$ cat config.mk
export PLATFORM = sky130hd
export DESIGN_NAME = sysmem_byte_bridge_flat
export DESIGN_NICKNAME = d
export VERILOG_FILES = /design/src/rtl/sysmem_byte_bridge_if.sv /design/src/rtl/sysmem_byte_bridge.sv /design/src/flat_wrapper.sv
export SDC_FILE = /design/constraint.sdc
export NUM_CORES = 1
export LEC_CHECK = 0
export BUFFER_PORTS_ARGS = -buffer_cell sky130_fd_sc_hd__buf_2
export CAP_MARGIN = 15
export CORE_UTILIZATION = 46
export CTS_CLUSTER_DIAMETER = 40
export CTS_CLUSTER_SIZE = 25
export DETAILED_ROUTE_END_ITERATION = 8
export PLACE_DENSITY = 0.79
export SETUP_SLACK_MARGIN = 0.2
export SLEW_MARGIN = 10
export SYNTH_ARGS = -nofsm -noshare
export SYNTH_HDL_FRONTEND = slang
export SYNTH_SLANG_ARGS = --single-unit
$ cat constraint.sdc
create_clock -name clk -period 1.5 [get_ports clk]
set_input_delay 0.075 -clock clk [delete_from_list [all_inputs] [get_ports clk]]
set_output_delay 0.075 -clock clk [all_outputs]
set_load 0.01 [all_outputs]
$ cat src/rtl/sysmem_byte_bridge_if.sv
// Bus bundle between a 32-bit CPU memory port and a byte-wide BRAM.
// The bridge uses the slave modport; the CPU/BRAM environment uses master.
interface sysmem_byte_bridge_if #(
    parameter int ADDR_W = 10
);
    logic              mem_valid;
    logic [31:0]       mem_addr;
    logic [31:0]       mem_wdata;
    logic [3:0]        mem_wstrb;
    logic              mem_ready;
    logic [31:0]       mem_rdata;
    logic [ADDR_W-1:0] ram_addr;
    logic              ram_ce;
    logic              ram_we;
    logic [7:0]        ram_din;
    logic [7:0]        ram_dout;

    modport slave (
        input  mem_valid, mem_addr, mem_wdata, mem_wstrb, ram_dout,
        output mem_ready, mem_rdata, ram_addr, ram_ce, ram_we, ram_din
    );

    modport master (
        output mem_valid, mem_addr, mem_wdata, mem_wstrb, ram_dout,
        input  mem_ready, mem_rdata, ram_addr, ram_ce, ram_we, ram_din
    );
endinterface

$ cat src/rtl/sysmem_byte_bridge.sv
// Serialises 32-bit CPU accesses into four byte accesses on an 8-bit BRAM.
// Optional macro SYSMEM_BRIDGE_SKIP_EN: writes visit only strobed lanes.
module sysmem_byte_bridge #(
    parameter int ADDR_W = 10
) (
    input  logic                 clk,
    input  logic                 resetn,
    sysmem_byte_bridge_if.slave  bus
);
    localparam int WORD_W = ADDR_W - 2;

    typedef enum logic [1:0] {IDLE, XFER, TAIL, DONE} state_e;

    state_e            state_q, state_d;
    logic [1:0]        lane_q, lane_d;
    logic [WORD_W-1:0] word_q, word_d;
    logic [31:0]       wdata_q, wdata_d;
    logic [3:0]        wstrb_q, wstrb_d;
    logic [31:0]       rdata_q;
    logic [ADDR_W-1:0] ram_addr_q, ram_addr_d;
    logic              ram_ce_q, ram_ce_d;
    logic              ram_we_q, ram_we_d;
    logic [7:0]        ram_din_q, ram_din_d;
    logic              cap_en_q;
    logic [1:0]        cap_lane_q;
    logic              is_wr;
    logic              unused_addr_bits;

    assign is_wr            = |wstrb_q;
    assign unused_addr_bits = ^{bus.mem_addr[31:ADDR_W], bus.mem_addr[1:0]};

`ifdef SYSMEM_BRIDGE_SKIP_EN
    // Returns {found, lane} for the lowest strobed lane at or above 'from'.
    function automatic logic [2:0] find_lane(input logic [3:0] strb, input logic [2:0] from);
        logic [2:0] r;
        r = 3'b000;
        for (int i = 3; i >= 0; i--) begin
            if (strb[i] && (3'(i) >= from)) r = {1'b1, 2'(i)};
        end
        return r;
    endfunction

    logic [2:0] skip_first, skip_next;
    assign skip_first = find_lane(bus.mem_wstrb, 3'd0);
    assign skip_next  = find_lane(wstrb_q, {1'b0, lane_q} + 3'd1);
`endif

    // NOTE: every variable gets its hold value first so no path leaves it unassigned (no latches).
    always_comb begin
        state_d = state_q;
        lane_d  = lane_q;
        word_d  = word_q;
        wdata_d = wdata_q;
        wstrb_d = wstrb_q;
        case (state_q)
            IDLE: if (bus.mem_valid) begin
                word_d  = bus.mem_addr[ADDR_W-1:2];
                wdata_d = bus.mem_wdata;
                wstrb_d = bus.mem_wstrb;
                lane_d  = 2'd0;
`ifdef SYSMEM_BRIDGE_SKIP_EN
                if (bus.mem_wstrb != 4'b0000) lane_d = skip_first[1:0];
`endif
                state_d = XFER;
            end
            XFER: begin
`ifdef SYSMEM_BRIDGE_SKIP_EN
                if (is_wr) begin
                    if (skip_next[2]) lane_d = skip_next[1:0];
                    else              state_d = DONE;
                end else begin
                    lane_d = lane_q + 2'd1;
                    if (lane_q == 2'd3) state_d = TAIL;
                end
`else
                lane_d = lane_q + 2'd1;
                if (lane_q == 2'd3) state_d = is_wr ? DONE : TAIL;
`endif
            end
            TAIL:    state_d = DONE;
            DONE:    state_d = IDLE;
            default: state_d = IDLE;
        endcase

        // BRAM controls are registered, so they are computed from next state/lane.
        ram_ce_d   = (state_d == XFER);
        ram_we_d   = ram_ce_d && wstrb_d[lane_d];
        ram_addr_d = ram_ce_d ? {word_d, lane_d} : ram_addr_q;
        ram_din_d  = ram_ce_d ? wdata_d[8*lane_d +: 8] : ram_din_q;
    end

    // NOTE: sequential state uses non-blocking assignments so all registers update together.
    always_ff @(posedge clk) begin
        if (!resetn) begin
            state_q    <= IDLE;
            lane_q     <= 2'd0;
            word_q     <= '0;
            wdata_q    <= '0;
            wstrb_q    <= '0;
            rdata_q    <= '0;
            ram_addr_q <= '0;
            ram_ce_q   <= 1'b0;
            ram_we_q   <= 1'b0;
            ram_din_q  <= '0;
            cap_en_q   <= 1'b0;
            cap_lane_q <= 2'd0;
        end else begin
            state_q    <= state_d;
            lane_q     <= lane_d;
            word_q     <= word_d;
            wdata_q    <= wdata_d;
            wstrb_q    <= wstrb_d;
            ram_addr_q <= ram_addr_d;
            ram_ce_q   <= ram_ce_d;
            ram_we_q   <= ram_we_d;
            ram_din_q  <= ram_din_d;
            // BRAM data arrives one cycle after its lane was issued.
            cap_en_q   <= ram_ce_q && !is_wr;
            cap_lane_q <= ram_addr_q[1:0];
            if (cap_en_q) rdata_q[8*cap_lane_q +: 8] <= bus.ram_dout;
        end
    end

    assign bus.mem_ready = (state_q == DONE);
    assign bus.mem_rdata = rdata_q;
    assign bus.ram_addr  = ram_addr_q;
    assign bus.ram_ce    = ram_ce_q;
    assign bus.ram_we    = ram_we_q;
    assign bus.ram_din   = ram_din_q;
endmodule

$ cat src/flat_wrapper.sv
// flat-port wrapper written by rule: the top's interface ports become plain ports
module sysmem_byte_bridge_flat 
#(
    parameter int ADDR_W = 10
)
  (clk, resetn, bus_mem_valid, bus_mem_addr, bus_mem_wdata, bus_mem_wstrb, bus_ram_dout, bus_mem_ready, bus_mem_rdata, bus_ram_addr, bus_ram_ce, bus_ram_we, bus_ram_din);
  sysmem_byte_bridge_if #(.ADDR_W(ADDR_W)) bus_i ();
  input  logic clk;
  input  logic resetn;
  input wire logic [$bits(bus_i.mem_valid)-1:0] bus_mem_valid;
  input wire logic [$bits(bus_i.mem_addr)-1:0] bus_mem_addr;
  input wire logic [$bits(bus_i.mem_wdata)-1:0] bus_mem_wdata;
  input wire logic [$bits(bus_i.mem_wstrb)-1:0] bus_mem_wstrb;
  input wire logic [$bits(bus_i.ram_dout)-1:0] bus_ram_dout;
  output wire logic [$bits(bus_i.mem_ready)-1:0] bus_mem_ready;
  output wire logic [$bits(bus_i.mem_rdata)-1:0] bus_mem_rdata;
  output wire logic [$bits(bus_i.ram_addr)-1:0] bus_ram_addr;
  output wire logic [$bits(bus_i.ram_ce)-1:0] bus_ram_ce;
  output wire logic [$bits(bus_i.ram_we)-1:0] bus_ram_we;
  output wire logic [$bits(bus_i.ram_din)-1:0] bus_ram_din;
  assign bus_i.mem_valid = bus_mem_valid;
  assign bus_i.mem_addr = bus_mem_addr;
  assign bus_i.mem_wdata = bus_mem_wdata;
  assign bus_i.mem_wstrb = bus_mem_wstrb;
  assign bus_i.ram_dout = bus_ram_dout;
  assign bus_mem_ready = bus_i.mem_ready;
  assign bus_mem_rdata = bus_i.mem_rdata;
  assign bus_ram_addr = bus_i.ram_addr;
  assign bus_ram_ce = bus_i.ram_ce;
  assign bus_ram_we = bus_i.ram_we;
  assign bus_ram_din = bus_i.ram_din;
  sysmem_byte_bridge #(.ADDR_W(ADDR_W)) u_core (.clk(clk), .resetn(resetn), .bus(bus_i));
endmodule
==> results by stage <==
GRT:
- The global-route layer with the greatest usage is met2.
- After global routing the overflow that remains totals 0.
- The first-pass GRT wire length is 18100 µm.
- The initial antenna violation count came to 0.
- Entering global routing, the biggest net connects 26 pins.
- Across every metal layer, demand over resource in global routing totals 23.3%.
- The met1 track utilization from global routing is 28.6%.
- Global routing consumed, on the met3 layer, 3.55% of the routing resources.
- The global-route met2 utilization is 42.0%.
- The number of global-route vias before repair is 3880.

CTS:
- The clock passes through at most 2 buffers.
- The total CTS buffers is 9.
- The root buffer cell chosen for the clock tree is sky130_fd_sc_hd__clkbuf_8.
- TritonCTS built the clock tree.
- Clock latency on the worst-skew pair, taken at its later pin, is 0.36 ns.
- The clock-pin slew of the registers on the worst-case setup and hold paths is 0.11 ns.
- Counting every sink on the clock net gives 103.
- The H-tree was split into 3 levels.

Power and ir drop:
- Summed over all cells, the static leakage comes to 2.60 nW.
- The worst-case IR drop observed on VDD is 0.540 mV.
- Dividing total power by cell area gives a power density of 911 nW/µm².

Timing:
- The maximum clock frequency is 708 MHz.
- The setup-violating endpoint count in the final report is 0.
- The number of hold violations in the final report is 0.
- For the final database, setup skew stands at 0.00961 ns.
- The count of pins over their slew limit came to 0.
- Setup repair after global routing could not meet its margin everywhere.
- The worst slew margin relative to its limit is 66.2%.
- For the pin with the worst max-slew slack, the measured transition is 0.503 ns.
- After routing, the total negative slack on setup checks comes to 0 ns.
- The final cycle utilization of the critical path is 94.2%.
- The worst path in the final design needs a cycle of 1.41 ns, including I/O delays and setup.

Cells and area:
- The repair_antennas step left the layout with diodes totalling 0.
- The area growth from synthesis to layout is 43.3%.
- The share of post-route cells with drive strength above 1 is 37.4%.
- The final layout contains 703 nets.
- The final standard cell area without fillers is 6140 µm².
- For this run, the share of the core covered by cells in the final layout is 69.1%.

Drt:
- After detailed routing, the number of remaining DRC violations is 7.
- The number of vias in the routed layout is 3938.
- Dividing the detail-routed wire length by the instance count gives 16.0 µm.
- Dividing the detail-routed via count by the number of cells gives 5.39.
- For this run, the detailed router's first-pass iteration total came to 8.
- Wires add up to 11700 µm.
- The number of design-rule violations left by the first detailed-router iteration is 196.
- The count of nets left with antenna violations once routing finished came out at 0.

Worst setup path:
- The critical path is of the flip-flop to flip-flop type.
- The critical-path maximum fanout is 8.
- The startpoint class of the critical path is a flip-flop.
- The delay contributed by the slowest stage of the critical path is 0.38 ns.
- The worst endpoint data arrival time is 1.70 ns.
- The nature of the critical path endpoint is a flip-flop.
- The critical path goes through inv_6, ha_4, nand2_8, nor4b_4, buf_6, a22oi_2, nor2b_1.
- The endpoint required time on the critical path is 1.79 ns.
- The slowest cell on the critical path is sky130_fd_sc_hd__dfxtp_4.

Floorplanning:
- In this run the count of I/O pins placed on the die edge is 132.
- From bottom edge to top edge, the die measures 98.5 µm.
- The area of the core is 8890 µm².
- The starting density of the core is 48.2%.
- The area of the die is 9710 µm².
- The number of cell rows is 34.
- The die is 98.5 µm wide.

Place:
- During placement, the flow inserted port buffers numbering 107.
- After detailed placement, the total cell area comes to 5110 µm².
- Summed over all nets, the half-perimeter wirelength after detailed placement is 7340 µm.
- Routability-driven placement finished with a final weighted congestion of 0.765.

Hold path:
- The worst min-delay path class is input pin to flip-flop.

Run status:
- The run finished, with violations left.
- The checks that failed: design-rule violations.

Run:
- Across the run, the number of max-cap violations was 0.

Synth:
- Of the post-synthesis cell area, the dominant cell type holds 48.1%.
- During synthesis, Yosys emitted a total of 0 warnings.
- In this run, distinct cell masters in the synthesized netlist total 41.
- Ranked by total cell area, the synthesized netlist is headed by sky130_fd_sc_hd__dfxtp_1, sky130_fd_sc_hd__nand2_1, sky130_fd_sc_hd__nor2b_1.
- A synthesized cell averages 9.46 µm².
- The post-synthesis cell count is 453.
- The post-synth net total is 538.
- The largest area contributor in the netlist is sky130_fd_sc_hd__dfxtp_1.
- The post-synthesis cell area is 4290 µm².
- Of the synthesized area, sequential elements account for 48.1%.
- The flop and latch count out of synthesis is 103.
worst max-delay path, delay by kind of cell, from the launching register on:
family / cells / cell delay [ns]
AOI/OAI and AO/OA: 1 / 0.07
adders and majority gates: 1 / 0.16
buffers and inverters: 2 / 0.24
DFF: 1 / 0.38
and+or+nand+nor: 3 / 0.50
cells in the mapped netlist (all sizes together):
library cell  count
clkbuf           20
o21bai            1
nand2            85
nor3b             1
nor2              9
o211a             8
a22oi            36
o21ai             9
a21oi            12
o22ai             9
a32o              1
a22o              2
nor2b            47
and2              5
o31ai             1
o221a             7
a211oi            1
nand3             1
and4b             1
nand3b            2
nand2b            4
a221oi            1
or3b              1
dfxtp           103
inv               2
a21o              1
nor4              1
nor4b             2
buf              14
mux2i            20
a21boi           36
ha                6
clkinv            1
and3              1
and4              2
layer usage:
| metal | routed length [µm] | vias up |
|---|---|---|
| met5 | 0 | - |
| met1 | 5030 | 1898 |
| met3 | 440 | 13 |
| met2 | 6050 | 115 |
| met4 | 153 | 0 |
| li1 | - | 1912 |
registers in the layout, summed over array words and instances (netlist names), 2 cells and up:
register / cells
u_core.bus.mem_rdata: 32
u_core.bus.ram_addr: 10
u_core.bus.ram_din: 8
u_core.cap_lane_q: 2
u_core.lane_q: 2
u_core.state_q: 2
u_core.wdata_q: 32
u_core.word_q: 8
u_core.wstrb_q: 4
through the flow:
stage	power (mW)	std cells	hold slack, ns	setup slack (ns)
floorplan	3.48	453	0.210	0.0816
global placement	3.75	658	0.315	0.0220
detailed placement	3.78	658	0.321	-0.0322
CTS	5.54	724	0.00136	0.124
global route	5.83	731	0.0180	0.0346
finish	5.59	731	0.0127	0.0874
kinds of logic (layout without fill, tap and decap cells):
logic type / Yosys count / count (layout) / synth area share [%]
flip-flops: 103 / 103 / 48.1
multiplexers: 20 / 20 / 4.67
adder cells (fa/ha/maj): 6 / 6 / 1.75
AND/OR/NAND/NOR: 162 / 162 / 19.1
AO/OA/AOI/OAI: 125 / 125 / 22.2
buffers and inverters: 37 / 207 / 4.23
layout by cell type, fill, tap and decap left out, types with 5 or more instances in the layout:
cell type	n
sky130_fd_sc_hd__a22oi_1	14
sky130_fd_sc_hd__dfxtp_1	96
sky130_fd_sc_hd__o211a_1	8
sky130_fd_sc_hd__buf_12	6
sky130_fd_sc_hd__o221a_2	7
sky130_fd_sc_hd__clkbuf_8	9
sky130_fd_sc_hd__nor2_1	8
sky130_fd_sc_hd__buf_4	22
sky130_fd_sc_hd__nor2b_1	45
sky130_fd_sc_hd__dlygate4sd3_1	40
sky130_fd_sc_hd__nand2_1	80
sky130_fd_sc_hd__buf_2	107
sky130_fd_sc_hd__o22ai_1	8
sky130_fd_sc_hd__buf_6	9
sky130_fd_sc_hd__a21oi_1	10
sky130_fd_sc_hd__a22oi_2	22
sky130_fd_sc_hd__dfxtp_4	5
sky130_fd_sc_hd__mux2i_1	16
sky130_fd_sc_hd__a21boi_0	6
sky130_fd_sc_hd__and2_1	5
sky130_fd_sc_hd__a21boi_1	30
layout make-up:
| type | count | area, µm² |
|---|---|---|
| Fill cell | 640 | 2750 |
| Multi-Input combinational cell | 313 | 2320 |
| Sequential cell | 103 | 2080 |
| Timing Repair Buffer | 188 | 1410 |
| Tap cell | 108 | 135 |
| Clock buffer | 10 | 128 |
| Clock inverter | 6 | 50.0 |
| Inverter | 3 | 23.8 |
repair_timing:
item                                   4_1_cts  5_1_grt
setup buffers                                9        6
endpoints found under the hold margin       40        0
pin swaps                                    8        5
setup endpoints to repair                   91       85
gates cloned                                 1        1
gates resized for setup                     50       27
hold buffers                                40        0
power by group:
part,internal [mW],total (mW),switching [mW]
combinational,0.536,1.01,0.472
clock,0.626,1.62,0.995
sequential,2.87,2.96,0.0969
worst paths after layout:
path                                           start                 endpoint  slack (ns)  cells after the start
worst max-delay path            u_core.cap_lane_q[0]  u_core.bus.mem_rdata[7]        0.09                      7
worst min register to register    u_core.wdata_q[18]       u_core.wdata_q[18]        0.46                      2
worst min-delay path                 bus_mem_addr[7]         u_core.word_q[5]        0.01                      3
worst max register to register  u_core.cap_lane_q[0]  u_core.bus.mem_rdata[7]        0.09                      7
Power figures use the tool's default switching activity.
